--- src/rtl/sd_cmd_sequencer.sv ---
// SD-card SPI command sequencer: decodes a captured 6-byte frame, then drives the R1 / token / block handshake.
// Optional SD_CMD_CRC_CHECK_EN adds a combinational CRC7 check of the frame during DECODE.
module sd_cmd_sequencer #(
    parameter int COMMAND_SIZE         = 6,
    parameter int MEMORY_SIZE_IN_BYTES = 64,
    parameter int NCR_CYCLES           = 8,
    localparam int SIZE_W              = (MEMORY_SIZE_IN_BYTES > 1) ? $clog2(MEMORY_SIZE_IN_BYTES) : 1
) (
    input  logic                              clk,
    input  logic                              rst_n,
    input  logic                              transfer_i,
    input  logic [COMMAND_SIZE-1:0][7:0]      cmd_i,
    input  logic                              done_i,
    output logic                              start_o,
    output logic                              op_o,
    output logic [SIZE_W-1:0]                 size_o,
    output logic                              data_sel_o,
    output logic [7:0]                        resp_o,
    output logic [5:0]                        cmd_idx_o,
    output logic [31:0]                       arg_o,
    output logic                              busy_o,
    output logic                              ovr_o
);

    localparam logic [SIZE_W-1:0] BLOCK_LAST = SIZE_W'(MEMORY_SIZE_IN_BYTES - 1);
    localparam logic [7:0]        NCR_LOAD   = 8'(NCR_CYCLES - 1);
    localparam logic [7:0]        TOKEN_BYTE = 8'hFE;
    localparam logic [7:0]        RESP_IDLE  = 8'hFF;

    typedef enum logic [3:0] {
        IDLE,
        DECODE,
        NCR,
        RESP,
        RESP_WAIT,
        TOKEN,
        TOKEN_WAIT,
        DATA,
        DATA_WAIT
    } state_e;

    state_e             state_q, state_d;
    logic [7:0]         cnt_q, cnt_d;
    logic [5:0]         cmd_idx_q, cmd_idx_d;
    logic [31:0]        arg_q, arg_d;
    logic               idle_q, idle_d;
    logic               app_q, app_d;
    logic [7:0]         r1_q, r1_d;
    logic               pend_tx_q, pend_tx_d;
    logic               pend_rx_q, pend_rx_d;
    logic               op_q, op_d;
    logic [SIZE_W-1:0]  size_q, size_d;
    logic               data_sel_q, data_sel_d;
    logic [7:0]         resp_q, resp_d;
    logic               ovr_q, ovr_d;
    logic               crc_err;
    logic               illegal;

`ifdef SD_CMD_CRC_CHECK_EN
    logic [1:0]         frame_hi_q, frame_hi_d;
    logic [6:0]         crc_q, crc_d;

    function automatic logic [6:0] crc7(input logic [39:0] d);
        logic [6:0] c;
        logic       fb;
        c = 7'd0;
        for (int i = 39; i >= 0; i--) begin
            fb = d[i] ^ c[6];
            c  = {c[5:0], 1'b0};
            if (fb) begin
                c = c ^ 7'h09;
            end
        end
        return c;
    endfunction

    // Check runs on the latched frame so DECODE does not depend on cmd_i staying stable.
    assign crc_err = (crc7({frame_hi_q, cmd_idx_q, arg_q}) != crc_q);

    always_ff @(posedge clk or negedge rst_n) begin
        if (!rst_n) begin
            frame_hi_q <= 2'd0;
            crc_q      <= 7'd0;
        end else begin
            frame_hi_q <= frame_hi_d;
            crc_q      <= crc_d;
        end
    end
`else
    logic unused_frame_bits;
    assign unused_frame_bits = ^{cmd_i[0][7:6], cmd_i[COMMAND_SIZE-1]};
    assign crc_err           = 1'b0;
`endif

    always_comb begin
        state_d    = state_q;
        cnt_d      = cnt_q;
        cmd_idx_d  = cmd_idx_q;
        arg_d      = arg_q;
        idle_d     = idle_q;
        app_d      = app_q;
        r1_d       = r1_q;
        pend_tx_d  = pend_tx_q;
        pend_rx_d  = pend_rx_q;
        op_d       = op_q;
        size_d     = size_q;
        data_sel_d = data_sel_q;
        resp_d     = resp_q;
        ovr_d      = ovr_q;
        illegal    = 1'b0;
`ifdef SD_CMD_CRC_CHECK_EN
        frame_hi_d = frame_hi_q;
        crc_d      = crc_q;
`endif

        case (state_q)
            IDLE: begin
                if (transfer_i) begin
                    cmd_idx_d = cmd_i[0][5:0];
                    arg_d     = {cmd_i[1], cmd_i[2], cmd_i[3], cmd_i[4]};
`ifdef SD_CMD_CRC_CHECK_EN
                    frame_hi_d = cmd_i[0][7:6];
                    crc_d      = cmd_i[COMMAND_SIZE-1][7:1];
`endif
                    state_d   = DECODE;
                end
            end

            DECODE: begin
                pend_tx_d = 1'b0;
                pend_rx_d = 1'b0;
                // A corrupted frame leaves idle/app untouched and is never executed.
                if (!crc_err) begin
                    app_d = 1'b0;
                    case (cmd_idx_q)
                        6'd0: begin
                            idle_d = 1'b1;
                        end
                        6'd55: begin
                            app_d = 1'b1;
                        end
                        6'd41: begin
                            if (app_q) begin
                                idle_d = 1'b0;
                            end else begin
                                illegal = 1'b1;
                            end
                        end
                        6'd16: begin
                            illegal = 1'b0;
                        end
                        6'd17: begin
                            if (idle_q) begin
                                illegal = 1'b1;
                            end else begin
                                pend_tx_d = 1'b1;
                            end
                        end
                        6'd24: begin
                            if (idle_q) begin
                                illegal = 1'b1;
                            end else begin
                                pend_rx_d = 1'b1;
                            end
                        end
                        default: begin
                            illegal = 1'b1;
                        end
                    endcase
                end
                r1_d    = {4'b0000, crc_err, illegal, 1'b0, idle_d};
                cnt_d   = NCR_LOAD;
                state_d = NCR;
            end

            NCR: begin
                if (cnt_q == 8'd0) begin
                    op_d       = 1'b1;
                    size_d     = '0;
                    data_sel_d = 1'b0;
                    resp_d     = r1_q;
                    state_d    = RESP;
                end else begin
                    cnt_d = cnt_q - 8'd1;
                end
            end

            RESP: begin
                state_d = RESP_WAIT;
            end

            RESP_WAIT: begin
                if (done_i) begin
                    if (pend_tx_q) begin
                        op_d       = 1'b1;
                        size_d     = '0;
                        data_sel_d = 1'b0;
                        resp_d     = TOKEN_BYTE;
                        state_d    = TOKEN;
                    end else if (pend_rx_q) begin
                        op_d       = 1'b0;
                        size_d     = BLOCK_LAST;
                        data_sel_d = 1'b1;
                        resp_d     = RESP_IDLE;
                        state_d    = DATA;
                    end else begin
                        op_d       = 1'b0;
                        size_d     = '0;
                        data_sel_d = 1'b0;
                        resp_d     = RESP_IDLE;
                        state_d    = IDLE;
                    end
                end
            end

            TOKEN: begin
                state_d = TOKEN_WAIT;
            end

            TOKEN_WAIT: begin
                if (done_i) begin
                    op_d       = 1'b1;
                    size_d     = BLOCK_LAST;
                    data_sel_d = 1'b1;
                    resp_d     = RESP_IDLE;
                    state_d    = DATA;
                end
            end

            DATA: begin
                state_d = DATA_WAIT;
            end

            DATA_WAIT: begin
                if (done_i) begin
                    op_d       = 1'b0;
                    size_d     = '0;
                    data_sel_d = 1'b0;
                    resp_d     = RESP_IDLE;
                    pend_tx_d  = 1'b0;
                    pend_rx_d  = 1'b0;
                    state_d    = IDLE;
                end
            end

            default: begin
                state_d = IDLE;
            end
        endcase

        if (transfer_i && (state_q != IDLE)) begin
            ovr_d = 1'b1;
        end
    end

    always_ff @(posedge clk or negedge rst_n) begin
        if (!rst_n) begin
            state_q    <= IDLE;
            cnt_q      <= 8'd0;
            cmd_idx_q  <= 6'd0;
            arg_q      <= 32'd0;
            idle_q     <= 1'b1;
            app_q      <= 1'b0;
            r1_q       <= 8'd0;
            pend_tx_q  <= 1'b0;
            pend_rx_q  <= 1'b0;
            op_q       <= 1'b0;
            size_q     <= '0;
            data_sel_q <= 1'b0;
            resp_q     <= RESP_IDLE;
            ovr_q      <= 1'b0;
        end else begin
            state_q    <= state_d;
            cnt_q      <= cnt_d;
            cmd_idx_q  <= cmd_idx_d;
            arg_q      <= arg_d;
            idle_q     <= idle_d;
            app_q      <= app_d;
            r1_q       <= r1_d;
            pend_tx_q  <= pend_tx_d;
            pend_rx_q  <= pend_rx_d;
            op_q       <= op_d;
            size_q     <= size_d;
            data_sel_q <= data_sel_d;
            resp_q     <= resp_d;
            ovr_q      <= ovr_d;
        end
    end

    assign start_o    = (state_q == RESP) || (state_q == TOKEN) || (state_q == DATA);
    assign busy_o     = (state_q != IDLE);
    assign op_o       = op_q;
    assign size_o     = size_q;
    assign data_sel_o = data_sel_q;
    assign resp_o     = resp_q;
    assign cmd_idx_o  = cmd_idx_q;
    assign arg_o      = arg_q;
    assign ovr_o      = ovr_q;

endmodule
--- config.mk ---
export PLATFORM = sky130hd
export DESIGN_NAME = sd_cmd_sequencer
export DESIGN_NICKNAME = d
export VERILOG_FILES = /design/src/rtl/sd_cmd_sequencer.sv
export SDC_FILE = /design/constraint.sdc
export NUM_CORES = 1
export LEC_CHECK = 0
export BUFFER_PORTS_ARGS = -buffer_cell sky130_fd_sc_hd__buf_4
export CORE_UTILIZATION = 35
export DETAILED_ROUTE_END_ITERATION = 10
export SLEW_MARGIN = 20
export SYNTH_ARGS = -nofsm -noshare
export SYNTH_HDL_FRONTEND = slang
export SYNTH_SLANG_ARGS = --single-unit
--- constraint.sdc ---
create_clock -name clk -period 3.7 [get_ports clk]
set_input_delay 0.925 -clock clk [delete_from_list [all_inputs] [get_ports clk]]
set_output_delay 0.925 -clock clk [all_outputs]
set_load 0.05 [all_outputs]
# After elaboration in Yosys (flattened, before gate mapping)
# Index checks and enable logic that the tools add are counted.
# op_classes
muxes,44
shift,0
n_lt_le_gt_ge,0
n_eq_ne,20
multipliers,0
div_mod_pow,0
bitwise,0
addsub,1
n_reduce_logical,20
# ops
operator,count
$mux 6,6
$pmux 4 s9,1
$mux 8,4
$pmux 6 s4,1
$pmux 8 s3,1
$mux 4,5
$eq 6x5->1 const B,3
$mux 1,17
$eq 4x3->1 const B,4
$pmux 8 s2,1
$eq 6x6->1 const B,2
$ne 2x2->1 const B,6
$reduce_and 5->1,2
$eq 4x2->1 const B,2
$logic_not 8->1,1
$pmux 1 s4,2
$reduce_bool 4->1,2
$sub 8x1->8 const B,1
$logic_not 6->1,1
$mux 3,2
$pmux 1 s2,3
$reduce_and 2->1,3
$eq 4x1->1 const B,1
$eq 4x4->1 const B,1
other kinds (10),13
# word_totals
ramBits,0
rom_bits,0
out_inout_bits,57
memories,0
latchBits,0
reg_bits,73
in_bits,52

# Logic depth before layout (Yosys ltp)
# Gate-level depths: netlist of run 1.
# logic_depth
word_depth,4
depth_mapped,7

# Least setup slack after synthesis of run 1
# Ideal clock, no wire load.
# synth_timing
path_type,reg-to-output
from,register state_q[2]
to,output port start_o
t_arrival_ns,1.436
path_slack_ns,1.339
stages_incl_launch_ff,4
path_cell_list,dfrtp_1 clkbuf_1 nor2_1 nor2_1
# synth_via
elab_chain_len,3
word_cells_on_any_way,5
cone_classes,3 x eq/ne; 2 x reduce/logical
# synth_rtl
element,line_no,text
start: declaration,42,"state_e state_q, state_d;"
start signal: assignment,273,state_q <= state_d;
$eq 4x2->1 or $eq 4x3->1 (tied branches),290,assign start_o = (state_q == RESP) || (state_q == TOKEN) || (state_q == DATA);
$logic_or 1x1->1,290,
$logic_or 1x1->1 *,290,
end: declaration,14,"output logic start_o,"
# Mark *: on every way between the ends. The rest lies on a longest branch, timed or not.

# Worst setup path in the final report of run 1
# layout_timing
from,register state_q[0]
to,output port busy_o
# layout_via
elab_chain_len,1
# layout_rtl
element,line_no,text
$reduce_bool 4->1,291,assign busy_o = (state_q != IDLE);
end: declaration,21,"output logic busy_o,"
# No other way between the ends.

==> results of run 1 <==
==> synth_stat cells (all sizes together), types with 2 or more instances <==
master	instances
dfrtp	58
mux2	41
buf	16
nor2	11
nor3	9
o21ai	9
nand2	8
a21oi	7
nand2b	7
clkbuf	6
inv	6
nand3	5
dfstp	4
nor4b	4
or3	4
a21boi	3
a31oi	3
nor2b	3
a22o	2
a32o	2
ha	2
mux2i	2
nand4b	2
nor3b	2
o31ai	2
or4	2
or4b	2
xor2	2
==> power by group <==
part / switching, mW / internal (mW)
Combinational: 1.50 / 0.862
Sequential: 0.289 / 0.990
Clock: 0.267 / 0.416
==> flip-flops by register name (all words and copies together), names as in the netlist <==
| register | count |
|---|---|
| app_q | 1 |
| arg_o | 32 |
| cmd_idx_o | 6 |
| cnt_q | 8 |
| idle_q | 1 |
| op_o | 1 |
| ovr_o | 1 |
| pend_rx_q | 1 |
| pend_tx_q | 1 |
| r1_q | 2 |
| resp_o | 3 |
| size_o | 1 |
| state_q | 4 |
==> kinds of logic after synthesis <==
kind of cell	after synthesis
and+or+nand+nor	64
DFF	62
muxes	43
AOI/OAI and AO/OA	36
buffers and inverters	28
xor gates and xnor gates	2
adders and majority gates	2
==> metrics by stage <==
stage / power (mW) / cells
2_1_floorplan: 3.067 / 237
3_3_place_gp: 3.636 / 418
3_5_place_dp: 3.669 / 418
4_1_cts: 4.372 / 434
5_1_grt: 4.570 / 434
6_report: 4.323 / 434
==> path summary, 6_finish.rpt <==
check,endpoint,depth (start not counted)
setup / recovery,busy_o,3
hold / removal,ovr_o,1
setup reg to reg,arg_o[13],3
hold reg to reg,ovr_o,1
max in group asynchronous,state_q[0],1
min in group asynchronous,arg_o[28],1
==> worst register-to-register path: stages (launching register included) <==
cell	delay, ps
sky130_fd_sc_hd__dfrtp_1	520
sky130_fd_sc_hd__or2_1	370
sky130_fd_sc_hd__nand4b_4	770
sky130_fd_sc_hd__mux2_1	620
==> final cells by class <==
type | count | area [um^2]
clock buffer | 11 | 151.4
sequential | 62 | 1556
tap | 105 | 131.4
fill | 779 | 4315
clock inverter | 5 | 81.33
timing repair buffer | 98 | 735.7
inverter | 6 | 22.52
multi-input combinational | 147 | 1264
==> routing by layer <==
layer | part of all wire | global-route usage | wire length, um | up-vias
li1 | - | - | - | 1020
met1 | 0.46 | 0.1893 | 2743 | 1023
met2 | 0.45 | 0.2210 | 2724 | 69
met3 | 0.070 | 0.04509 | 417 | 10
met4 | 0.018 | 0.07197 | 106 | 0
met5 | 0 | 0 | 0 | -
==> metrics.txt, run 1 <==
# TYPE chip_impl_metric gauge
chip_impl_info{name="outcome",value="finished, final reports clean"} 1
chip_impl_metric{name="synth_fp_nets",unit=""} 291
chip_impl_metric{name="antenna_found_initial",unit=""} 0
chip_impl_metric{name="die_area",unit="mm^2"} 0.008921
chip_impl_metric{name="cp.required",unit="ps"} 2770
chip_impl_metric{name="p_leak",unit="nW"} 1.860
chip_impl_metric{name="timing.reg2reg.setup_slack",unit="ps"} 1310
chip_impl_metric{name="post_cts.resized_instances",unit=""} 0
chip_impl_info{name="layout_commonest_cell",value="sky130_fd_sc_hd__buf_4"} 1
chip_impl_metric{name="postSynthAreaPerCell",unit="um^2"} 12.62
chip_impl_metric{name="fin_setup_tns",unit="ps"} 0
chip_impl_metric{name="clock_sink_count",unit=""} 62
chip_impl_metric{name="wire_per_inst",unit="um"} 13.81
chip_impl_metric{name="worst_skew_pair.late_latency",unit="ps"} 330
chip_impl_metric{name="track_usage",unit=""} 0.1461
chip_impl_metric{name="post_dp_cell_area",unit="mm^2"} 0.003710
chip_impl_metric{name="fmax",unit="MHz"} 367.5
chip_impl_metric{name="floorplan.die.width",unit="um"} 94.45
chip_impl_metric{name="ioPinCount",unit=""} 109
chip_impl_metric{name="preCtsSetupSlack",unit="ps"} 1194
chip_impl_metric{name="numCtsBuffers",unit=""} 9
chip_impl_info{name="crit_chain",value="or2_1, or3_1, buf_4"} 1
chip_impl_info{name="setup.worst_path.start",value="state_q[0]"} 1
chip_impl_metric{name="final_max_slew_viol_count",unit=""} 0
chip_impl_metric{name="maxCapViolCount",unit=""} 0
chip_impl_metric{name="cts.htree.levels",unit=""} 3
chip_impl_metric{name="place.gp.congestion",unit=""} 0.7450
chip_impl_metric{name="n_diodes",unit=""} 0
chip_impl_metric{name="grt_first_pass_wirelength",unit="um"} 9956
chip_impl_metric{name="yosys_warnings",unit=""} 0
chip_impl_info{name="worst_setup_path_start_kind",value="flip-flop"} 1
chip_impl_metric{name="grt_overflow_total",unit=""} 0
chip_impl_metric{name="detail_route.vias_per_cell",unit=""} 4.889
chip_impl_metric{name="dp_hpwl",unit="um"} 4133
chip_impl_info{name="most_frequent_cells_in_the_layout",value="98 x sky130_fd_sc_hd__buf_4, 58 x sky130_fd_sc_hd__dfrtp_1, 21 x sky130_fd_sc_hd__mux2_1, 20 x sky130_fd_sc_hd__mux2_4"} 1
chip_impl_metric{name="final-setup-viol-count",unit=""} 0
chip_impl_metric{name="drc",unit=""} 0
chip_impl_metric{name="grt_pass1_vias",unit=""} 2117
chip_impl_metric{name="pwr_density_cell",unit="mW/mm^2"} 1097
chip_impl_metric{name="area_growth",unit="%"} 31.79
chip_impl_metric{name="final_hold_viol_count",unit=""} 0
chip_impl_metric{name="final_core_util",unit=""} 0.4774
chip_impl_metric{name="worst-slew-pin-transition",unit="ps"} 868.2
chip_impl_metric{name="synth.cell_area",unit="mm^2"} 0.002992
chip_impl_metric{name="synth.mux.area_fraction",unit=""} 0.1861
chip_impl_metric{name="nets",unit=""} 378
chip_impl_info{name="synth_top_cells_by_area",value="sky130_fd_sc_hd__dfrtp_1 49%, sky130_fd_sc_hd__mux2_4 10%, sky130_fd_sc_hd__mux2_1 7.9%"} 1
chip_impl_metric{name="cts-root-to-sink-buffers",unit=""} 2
chip_impl_info{name="cp_top_family",value="simple AND/OR/NAND/NOR gates"} 1
chip_impl_metric{name="synth_simple_gate_area_frac",unit=""} 0.1389
chip_impl_metric{name="cp.buffers_inverters",unit=""} 1
chip_impl_metric{name="ant_nets",unit=""} 0
chip_impl_metric{name="postCtsSetupRepairBufs",unit=""} 0
chip_impl_info{name="grt_setup_unrepaired",value="no"} 1
chip_impl_metric{name="finish.instance_area",unit="mm^2"} 0.003943
chip_impl_metric{name="synth_xor_area_frac",unit=""} 0.005855
chip_impl_info{name="worst_r2r_startpoint",value="state_q[0]"} 1
chip_impl_metric{name="yosysTopAreaCellShare",unit=""} 0.4852
chip_impl_metric{name="slew_headroom",unit=""} 0.4203
chip_impl_metric{name="finClkSkew",unit="ps"} 7.008
chip_impl_info{name="hold_start",value="ovr_o"} 1
chip_impl_metric{name="cp.arrival",unit="ps"} 1800
chip_impl_info{name="setup.worst_path.class",value="flip-flop to output port"} 1
chip_impl_metric{name="die-height",unit="um"} 94.45
chip_impl_metric{name="pin_count_of_the_biggest_net_entering_global_routing",unit=""} 63
chip_impl_metric{name="async_s_r_ff_share_synth",unit=""} 1.000
chip_impl_info{name="synth_top_family_by_area",value="multiplexers"} 1
chip_impl_metric{name="worstPathMaxFanout",unit=""} 15
chip_impl_info{name="critPathCaptureType",value="output port"} 1
chip_impl_metric{name="drt_iter0_markers",unit=""} 61
chip_impl_metric{name="synthesized_area_fraction_occupied_by_adder_cells",unit=""} 0.008365
chip_impl_metric{name="synthesized_instance_count",unit=""} 237
chip_impl_metric{name="vias",unit=""} 2122
chip_impl_metric{name="initial_utilization",unit=""} 0.3623
chip_impl_metric{name="ys_ff_latch",unit=""} 62
chip_impl_metric{name="final.min_clock_period",unit="ps"} 2721
chip_impl_metric{name="hold_slack",unit="ps"} 467.8
chip_impl_metric{name="core.rowCount",unit=""} 33
chip_impl_metric{name="synth_enable_flop_cells",unit=""} 0
chip_impl_metric{name="routed_wl",unit="um"} 5993
chip_impl_info{name="clock_tree.root_cell",value="sky130_fd_sc_hd__clkbuf_8"} 1
chip_impl_metric{name="cpPeakStageDelay",unit="ps"} 520
chip_impl_metric{name="floorplan.core_area",unit="mm^2"} 0.008258
chip_impl_metric{name="layout_cell_share_with_drive_strength_beyond_1",unit=""} 0.4438
chip_impl_metric{name="worst_ir_drop_vdd",unit="V"} 0.0005380
chip_impl_info{name="synthDominantAreaCellType",value="sky130_fd_sc_hd__dfrtp_1"} 1
chip_impl_metric{name="drtPass1Iterations",unit=""} 4
chip_impl_info{name="cp_slowest_cell",value="sky130_fd_sc_hd__dfrtp_1"} 1
chip_impl_metric{name="clk_pin_slew_worst_paths",unit="ps"} 70
chip_impl_metric{name="finalWorstSetupSlack",unit="ps"} 978.6
chip_impl_metric{name="post_cts_hold_buffers",unit=""} 0
chip_impl_info{name="cts_tree",value="done"} 1
chip_impl_metric{name="ys_seq_area_frac",unit=""} 0.5203
chip_impl_metric{name="portBuffers",unit=""} 98
chip_impl_metric{name="finalCritPeriodShare",unit=""} 0.7355
chip_impl_metric{name="synth_cell_type_count",unit=""} 53
chip_impl_info{name="holdCritPathClass",value="flip-flop to flip-flop"} 1
chip_impl_metric{name="synth_compound_gate_area_share",unit=""} 0.08323
chip_impl_info{name="ys.flop_type",value="sky130_fd_sc_hd__dfrtp_1"} 1
No activity file was read; power rests on OpenSTA's default activity.
==> run 2: changes to the inputs <==
==> constraint.sdc (replaced) <==
create_clock -name clk -period 2.4 [get_ports clk]
set_input_delay 0.6 -clock clk [delete_from_list [all_inputs] [get_ports clk]]
set_output_delay 0.6 -clock clk [all_outputs]
set_load 0.05 [all_outputs]
==> metrics.txt, run 2 (same netlist as run 1, synthesis figures left out) <==
# TYPE chip_impl_metric gauge
chip_impl_info{name="outcome",value="finished, final reports clean"} 1
chip_impl_metric{name="die_area",unit="mm^2"} 0.008921
chip_impl_metric{name="worst_skew_pair.late_latency",unit="ps"} 340
chip_impl_metric{name="cpPeakStageDelay",unit="ps"} 480
chip_impl_info{name="worst_r2r_startpoint",value="cnt_q[0]"} 1
chip_impl_metric{name="worstPathMaxFanout",unit=""} 11
chip_impl_info{name="most_frequent_cells_in_the_layout",value="102 x sky130_fd_sc_hd__buf_4, 57 x sky130_fd_sc_hd__dfrtp_1, 21 x sky130_fd_sc_hd__mux2_1, 20 x sky130_fd_sc_hd__mux2_4, 12 x sky130_fd_sc_hd__clkbuf_8"} 1
chip_impl_metric{name="grt_overflow_total",unit=""} 0
chip_impl_metric{name="power_report.internal_total",unit="mW"} 3.461
chip_impl_metric{name="finClkSkew",unit="ps"} 9.610
chip_impl_metric{name="pin_count_of_the_biggest_net_entering_global_routing",unit=""} 63
chip_impl_metric{name="floorplan.die.width",unit="um"} 94.45
chip_impl_metric{name="sw_frac",unit=""} 0.4790
chip_impl_metric{name="cp.required",unit="ps"} 1800
chip_impl_metric{name="wire_per_inst",unit="um"} 14.04
chip_impl_info{name="layout_commonest_cell",value="sky130_fd_sc_hd__buf_4"} 1
chip_impl_metric{name="final.min_clock_period",unit="ps"} 2324
chip_impl_metric{name="cts.htree.levels",unit=""} 3
chip_impl_metric{name="detail_route.vias_per_cell",unit=""} 4.897
chip_impl_metric{name="postCtsSetupRepairBufs",unit=""} 0
chip_impl_metric{name="p_leak",unit="nW"} 1.879
chip_impl_metric{name="largest_register_ff_count",unit=""} 32
chip_impl_info{name="cp_slowest_cell",value="sky130_fd_sc_hd__dfrtp_2"} 1
chip_impl_metric{name="post_cts.resized_instances",unit=""} 0
chip_impl_info{name="setup.worst_path.class",value="flip-flop to output port"} 1
chip_impl_metric{name="antenna_found_initial",unit=""} 0
chip_impl_metric{name="worst-slew-pin-transition",unit="ps"} 756.7
chip_impl_metric{name="final_hold_viol_count",unit=""} 0
chip_impl_metric{name="clock_sink_count",unit=""} 62
chip_impl_info{name="grt_setup_unrepaired",value="no"} 1
chip_impl_info{name="worst_setup_path_start_kind",value="flip-flop"} 1
chip_impl_info{name="cp_top_family",value="simple AND/OR/NAND/NOR gates"} 1
chip_impl_metric{name="cts-root-to-sink-buffers",unit=""} 2
chip_impl_metric{name="ant_nets",unit=""} 0
chip_impl_metric{name="final-setup-viol-count",unit=""} 0
chip_impl_metric{name="initial_utilization",unit=""} 0.3623
chip_impl_metric{name="n_diodes",unit=""} 0
chip_impl_metric{name="nets",unit=""} 383
chip_impl_metric{name="combPwrFrac",unit=""} 0.557
chip_impl_metric{name="clk_pin_slew_worst_paths",unit="ps"} 70
chip_impl_metric{name="track_usage",unit=""} 0.1531
chip_impl_metric{name="slew_headroom",unit=""} 0.4955
chip_impl_metric{name="area_growth",unit="%"} 32.79
chip_impl_metric{name="floorplan.core_area",unit="mm^2"} 0.008258
chip_impl_metric{name="cp.buffers_inverters",unit=""} 1
chip_impl_metric{name="fin_setup_tns",unit="ps"} 0
chip_impl_metric{name="routed_wl",unit="um"} 6163
chip_impl_metric{name="numCtsBuffers",unit=""} 9
chip_impl_metric{name="vias",unit=""} 2150
chip_impl_metric{name="core.rowCount",unit=""} 33
chip_impl_metric{name="place.gp.congestion",unit=""} 0.7469
chip_impl_metric{name="drc",unit=""} 0
chip_impl_metric{name="maxCapViolCount",unit=""} 0
chip_impl_metric{name="drtPass1Iterations",unit=""} 4
chip_impl_metric{name="ioPinCount",unit=""} 109
chip_impl_metric{name="hold_slack",unit="ps"} 339.6
chip_impl_metric{name="worst_ir_drop_vdd",unit="V"} 0.0008940
chip_impl_info{name="holdCritPathClass",value="primary input to async pin"} 1
chip_impl_info{name="setup.worst_path.start",value="state_q[1]"} 1
chip_impl_metric{name="portBuffers",unit=""} 98
chip_impl_metric{name="final_max_slew_viol_count",unit=""} 0
chip_impl_metric{name="die-height",unit="um"} 94.45
chip_impl_metric{name="post_cts_hold_buffers",unit=""} 0
chip_impl_metric{name="drt_iter0_markers",unit=""} 86
chip_impl_metric{name="finalCritPeriodShare",unit=""} 0.9683
chip_impl_metric{name="grt_first_pass_wirelength",unit="um"} 10450
chip_impl_metric{name="layout_cell_share_with_drive_strength_beyond_1",unit=""} 0.4521
chip_impl_metric{name="power.share.clock",unit=""} 0.146
chip_impl_info{name="critPathCaptureType",value="output port"} 1
chip_impl_info{name="cts_tree",value="done"} 1
chip_impl_metric{name="pwr_density_cell",unit="mW/mm^2"} 1672
chip_impl_metric{name="p_sw",unit="mW"} 3.182
chip_impl_metric{name="fmax",unit="MHz"} 430.3
chip_impl_metric{name="seq_power_share",unit=""} 0.296
chip_impl_info{name="crit_chain",value="or2_1, or3_1, buf_4"} 1
chip_impl_info{name="clock_tree.root_cell",value="sky130_fd_sc_hd__clkbuf_8"} 1
chip_impl_metric{name="cp.arrival",unit="ps"} 1720
chip_impl_metric{name="dp_hpwl",unit="um"} 4359
chip_impl_metric{name="grt_pass1_vias",unit=""} 2209
[run 2: layer usage]
layer,vias to the layer above,part of all wire,track usage
li1,1030,-,-
met1,1039,0.45,0.1923
met2,72,0.46,0.2325
met3,9,0.072,0.05314
met4,0,0.019,0.07955
met5,-,0,0
[run 2: cell type report]
cell class,instances,area [um^2]
fillers,795,4285
flip-flops and latches,62,1558
multi-input cells,147,1264
repair buffers,103,785.8
clock buffers,13,168.9
well taps,105,131.4
clock inverters,3,42.54
inverters,6,22.52
[run 2: final timing paths]
path,endpoint,slack (ps),cells after the start
setup reg to reg,state_q[2],360,6
max in group asynchronous,state_q[1],1510,1
setup / recovery,busy_o,80,3
min in group clk,ovr_o,460,1
hold reg to reg,ovr_o,460,1
hold / removal,arg_o[28],340,1
[run 2: through the flow]
stage / worst slack [ps] / utilization / total power [mW] / cells / instance area (um^2)
finish: 76.14 / 0.4811 / 6.644 / 439 / 3973
global route: 3.581 / 0.4811 / 7.028 / 439 / 3973
CTS: 10.64 / 0.4809 / 6.713 / 439 / 3971
detailed placement: 386.4 / 0.4553 / 5.720 / 423 / 3760
global placement: 395.1 / 0.4553 / 5.660 / 423 / 3760
floorplan: 363.6 / - / 4.729 / 237 / 2992
[run 2: power by group through the flow]
stage	clock network (mW)	logic [mW]	registers, mW
finish	0.971	3.70	1.97
global route	1.04	3.93	2.06
CTS	0.995	3.74	1.98
detailed placement	0	3.74	1.98
global placement	0	3.70	1.96
floorplan	0	1.61	3.12
==> run 3: changes to the inputs <==
--- a/config.mk
+++ b/config.mk
@@ -7,6 +7,7 @@
 export LEC_CHECK = 0
 export BUFFER_PORTS_ARGS = -buffer_cell sky130_fd_sc_hd__buf_4
 export CORE_UTILIZATION = 35
+export CTS_BUF_LIST = sky130_fd_sc_hd__clkbuf_4
 export DETAILED_ROUTE_END_ITERATION = 10
 export SLEW_MARGIN = 20
 export SYNTH_ARGS = -nofsm -noshare
==> metrics.txt, run 3 (same netlist as run 1, synthesis figures left out) <==
# TYPE chip_impl_metric gauge
chip_impl_info{name="outcome",value="finished, final reports clean"} 1
chip_impl_metric{name="cts-root-to-sink-buffers",unit=""} 2
chip_impl_info{name="cts_tree",value="done"} 1
chip_impl_metric{name="finalPower",unit="mW"} 6.404
chip_impl_metric{name="final-setup-viol-count",unit=""} 0
chip_impl_metric{name="clk_pin_slew_worst_paths",unit="ps"} 120
chip_impl_metric{name="core.rowCount",unit=""} 33
chip_impl_metric{name="power.share.clock",unit=""} 0.109
chip_impl_metric{name="die-height",unit="um"} 94.45
chip_impl_info{name="crit_chain",value="or2_4, or3_1, buf_4"} 1
chip_impl_metric{name="n_diodes",unit=""} 0
chip_impl_metric{name="cp.required",unit="ps"} 1800
chip_impl_info{name="grt_setup_unrepaired",value="no"} 1
chip_impl_metric{name="final.min_clock_period",unit="ps"} 2311
chip_impl_metric{name="power_report.internal_total",unit="mW"} 3.240
chip_impl_metric{name="ant_nets",unit=""} 0
chip_impl_info{name="cp_top_family",value="simple AND/OR/NAND/NOR gates"} 1
chip_impl_metric{name="sw_frac",unit=""} 0.4940
chip_impl_metric{name="cpPeakStageDelay",unit="ps"} 470
chip_impl_metric{name="die_area",unit="mm^2"} 0.008921
chip_impl_metric{name="floorplan.die.width",unit="um"} 94.45
chip_impl_metric{name="antenna_found_initial",unit=""} 0
chip_impl_metric{name="cp.buffers_inverters",unit=""} 1
chip_impl_metric{name="worstPathMaxFanout",unit=""} 8
chip_impl_metric{name="worst_skew_pair.late_latency",unit="ps"} 400
chip_impl_metric{name="post_dp_cell_area",unit="mm^2"} 0.003760
chip_impl_metric{name="floorplan.core_area",unit="mm^2"} 0.008258
chip_impl_metric{name="routed_wl",unit="um"} 6207
chip_impl_metric{name="finClkSkew",unit="ps"} 18.12
chip_impl_metric{name="worst-slew-pin-transition",unit="ps"} 758.3
chip_impl_metric{name="drtPass1Iterations",unit=""} 4
chip_impl_metric{name="portBuffers",unit=""} 98
chip_impl_metric{name="nets",unit=""} 385
chip_impl_metric{name="place.gp.congestion",unit=""} 0.7469
chip_impl_metric{name="fin_setup_tns",unit="ps"} 0
chip_impl_metric{name="grt_pass1_vias",unit=""} 2224
chip_impl_info{name="clock_tree.root_cell",value="sky130_fd_sc_hd__clkbuf_4"} 1
chip_impl_metric{name="worst_ir_drop_vdd",unit="V"} 0.0008858
chip_impl_metric{name="p_leak",unit="nW"} 1.853
chip_impl_metric{name="slew_headroom",unit=""} 0.4944
chip_impl_metric{name="area_growth",unit="%"} 30.61
chip_impl_info{name="critPathCaptureType",value="output port"} 1
chip_impl_metric{name="cp.arrival",unit="ps"} 1710
chip_impl_metric{name="layout.area.seq",unit="mm^2"} 0.001558
chip_impl_metric{name="drc",unit=""} 0
chip_impl_info{name="holdCritPathClass",value="primary input to async pin"} 1
chip_impl_metric{name="finish.instance_area",unit="mm^2"} 0.003908
chip_impl_metric{name="maxCapViolCount",unit=""} 0
chip_impl_info{name="most_frequent_cells_in_the_layout",value="104 x sky130_fd_sc_hd__buf_4, 57 x sky130_fd_sc_hd__dfrtp_1, 21 x sky130_fd_sc_hd__mux2_1, 20 x sky130_fd_sc_hd__mux2_4, 11 x sky130_fd_sc_hd__nor2_1"} 1
chip_impl_metric{name="wire_per_inst",unit="um"} 14.07
chip_impl_metric{name="initial_utilization",unit=""} 0.3623
chip_impl_metric{name="layout_cell_share_with_drive_strength_beyond_1",unit=""} 0.4524
chip_impl_info{name="cp_slowest_cell",value="sky130_fd_sc_hd__dfrtp_1"} 1
chip_impl_metric{name="pin_count_of_the_biggest_net_entering_global_routing",unit=""} 63
chip_impl_metric{name="seq_power_share",unit=""} 0.304
chip_impl_metric{name="ioPinCount",unit=""} 109
chip_impl_metric{name="finalCritPeriodShare",unit=""} 0.9628
chip_impl_metric{name="clock_sink_count",unit=""} 62
chip_impl_info{name="setup.worst_path.class",value="flip-flop to output port"} 1
chip_impl_metric{name="largest_register_ff_count",unit=""} 32
chip_impl_metric{name="drt_iter0_markers",unit=""} 77
chip_impl_info{name="worst_setup_path_start_kind",value="flip-flop"} 1
chip_impl_info{name="layout_commonest_cell",value="sky130_fd_sc_hd__buf_4"} 1
chip_impl_metric{name="final_hold_viol_count",unit=""} 0
chip_impl_metric{name="pwr_density_cell",unit="mW/mm^2"} 1639
chip_impl_metric{name="combPwrFrac",unit=""} 0.586
chip_impl_metric{name="fmax",unit="MHz"} 432.8
chip_impl_metric{name="dp_hpwl",unit="um"} 4359
chip_impl_metric{name="detail_route.vias_per_cell",unit=""} 4.918
chip_impl_metric{name="numCtsBuffers",unit=""} 9
chip_impl_metric{name="grt_first_pass_wirelength",unit="um"} 10460
chip_impl_metric{name="track_usage",unit=""} 0.1525
chip_impl_metric{name="vias",unit=""} 2169
chip_impl_metric{name="final.fill_count",unit=""} 808
chip_impl_metric{name="final_core_util",unit=""} 0.4732
chip_impl_metric{name="grt_overflow_total",unit=""} 0
chip_impl_metric{name="cts.htree.levels",unit=""} 3
chip_impl_metric{name="final_max_slew_viol_count",unit=""} 0
chip_impl_metric{name="p_sw",unit="mW"} 3.164
chip_impl_metric{name="area_of_combinational_cells_with_multiple_inputs",unit="mm^2"} 0.001266
[run 3: cell types whose count changed in the layout (fill, tap and decap cells not counted), sizes merged]
cell    previous run  this run
clkinv             1         4
clkbuf            13        10
buf              103       105
[run 3: routing by layer]
| metal | vias to the layer above | global-route usage | share of wire | wire [um] |
|---|---|---|---|---|
| met1 | 1037 | 0.1934 | 0.44 | 2711 |
| met5 | - | 0 | 0 | 0 |
| li1 | 1035 | - | - | - |
| met2 | 84 | 0.2325 | 0.46 | 2881 |
| met4 | 0 | 0.07955 | 0.019 | 119 |
| met3 | 13 | 0.04831 | 0.080 | 495 |
[run 3: repair_timing]
item | in CTS | in global routing
gates resized for setup | 2 | 0
setup endpoints to repair | 1 | 1
buffers inserted | 0 | 2
hold buffers | 0 | 0
[run 3: through the flow]
stage,hold slack [ps],instances,setup WS (ps)
3_3_place_gp,446.8,423,395.1
5_1_grt,322.0,441,11.01
2_1_floorplan,304.4,237,363.6
6_report,271.8,441,89.33
3_5_place_dp,445.6,423,386.4
4_1_cts,272.5,439,12.92
[run 3: area by class of cell]
class	count	area share
repair buffers	105	0.2049
inverters	6	0.005764
flip-flops and latches	62	0.3987
clock inverters	6	0.01377
multi-input cells	147	0.3240
well taps	105	0.03362
clock buffers	10	0.01921
[run 3: power groups by stage]
stage               registers [mW]  logic, mW  clock network (mW)
finish                        1.95       3.75               0.701
floorplan                     3.12       1.61                   0
detailed placement            1.98       3.74                   0
CTS                           1.98       3.75               0.728
global route                  2.04       3.98               0.766
global placement              1.96       3.70                   0
[run 3: path summary, 6_finish.rpt]
path	startpoint	endpoint	slack (ps)	cells past startpoint
worst max-delay path	state_q[0]	busy_o	90	3
worst min-delay path	rst_n	arg_o[17]	270	1
worst max register to register	cnt_q[0]	state_q[2]	360	6
worst min register to register	ovr_o	ovr_o	470	1
max in group asynchronous	rst_n	state_q[1]	1580	1
min in group clk	cmd_i[24]	arg_o[8]	400	2
[run 3: worst reg2reg max path: stages (launching register included)]
cell and delay [ps]:
sky130_fd_sc_hd__dfrtp_1 420, sky130_fd_sc_hd__inv_1 90, sky130_fd_sc_hd__ha_1 230, sky130_fd_sc_hd__nor4b_4 270, sky130_fd_sc_hd__a21boi_2 170, sky130_fd_sc_hd__or4_4 550
sky130_fd_sc_hd__o31ai_2 240
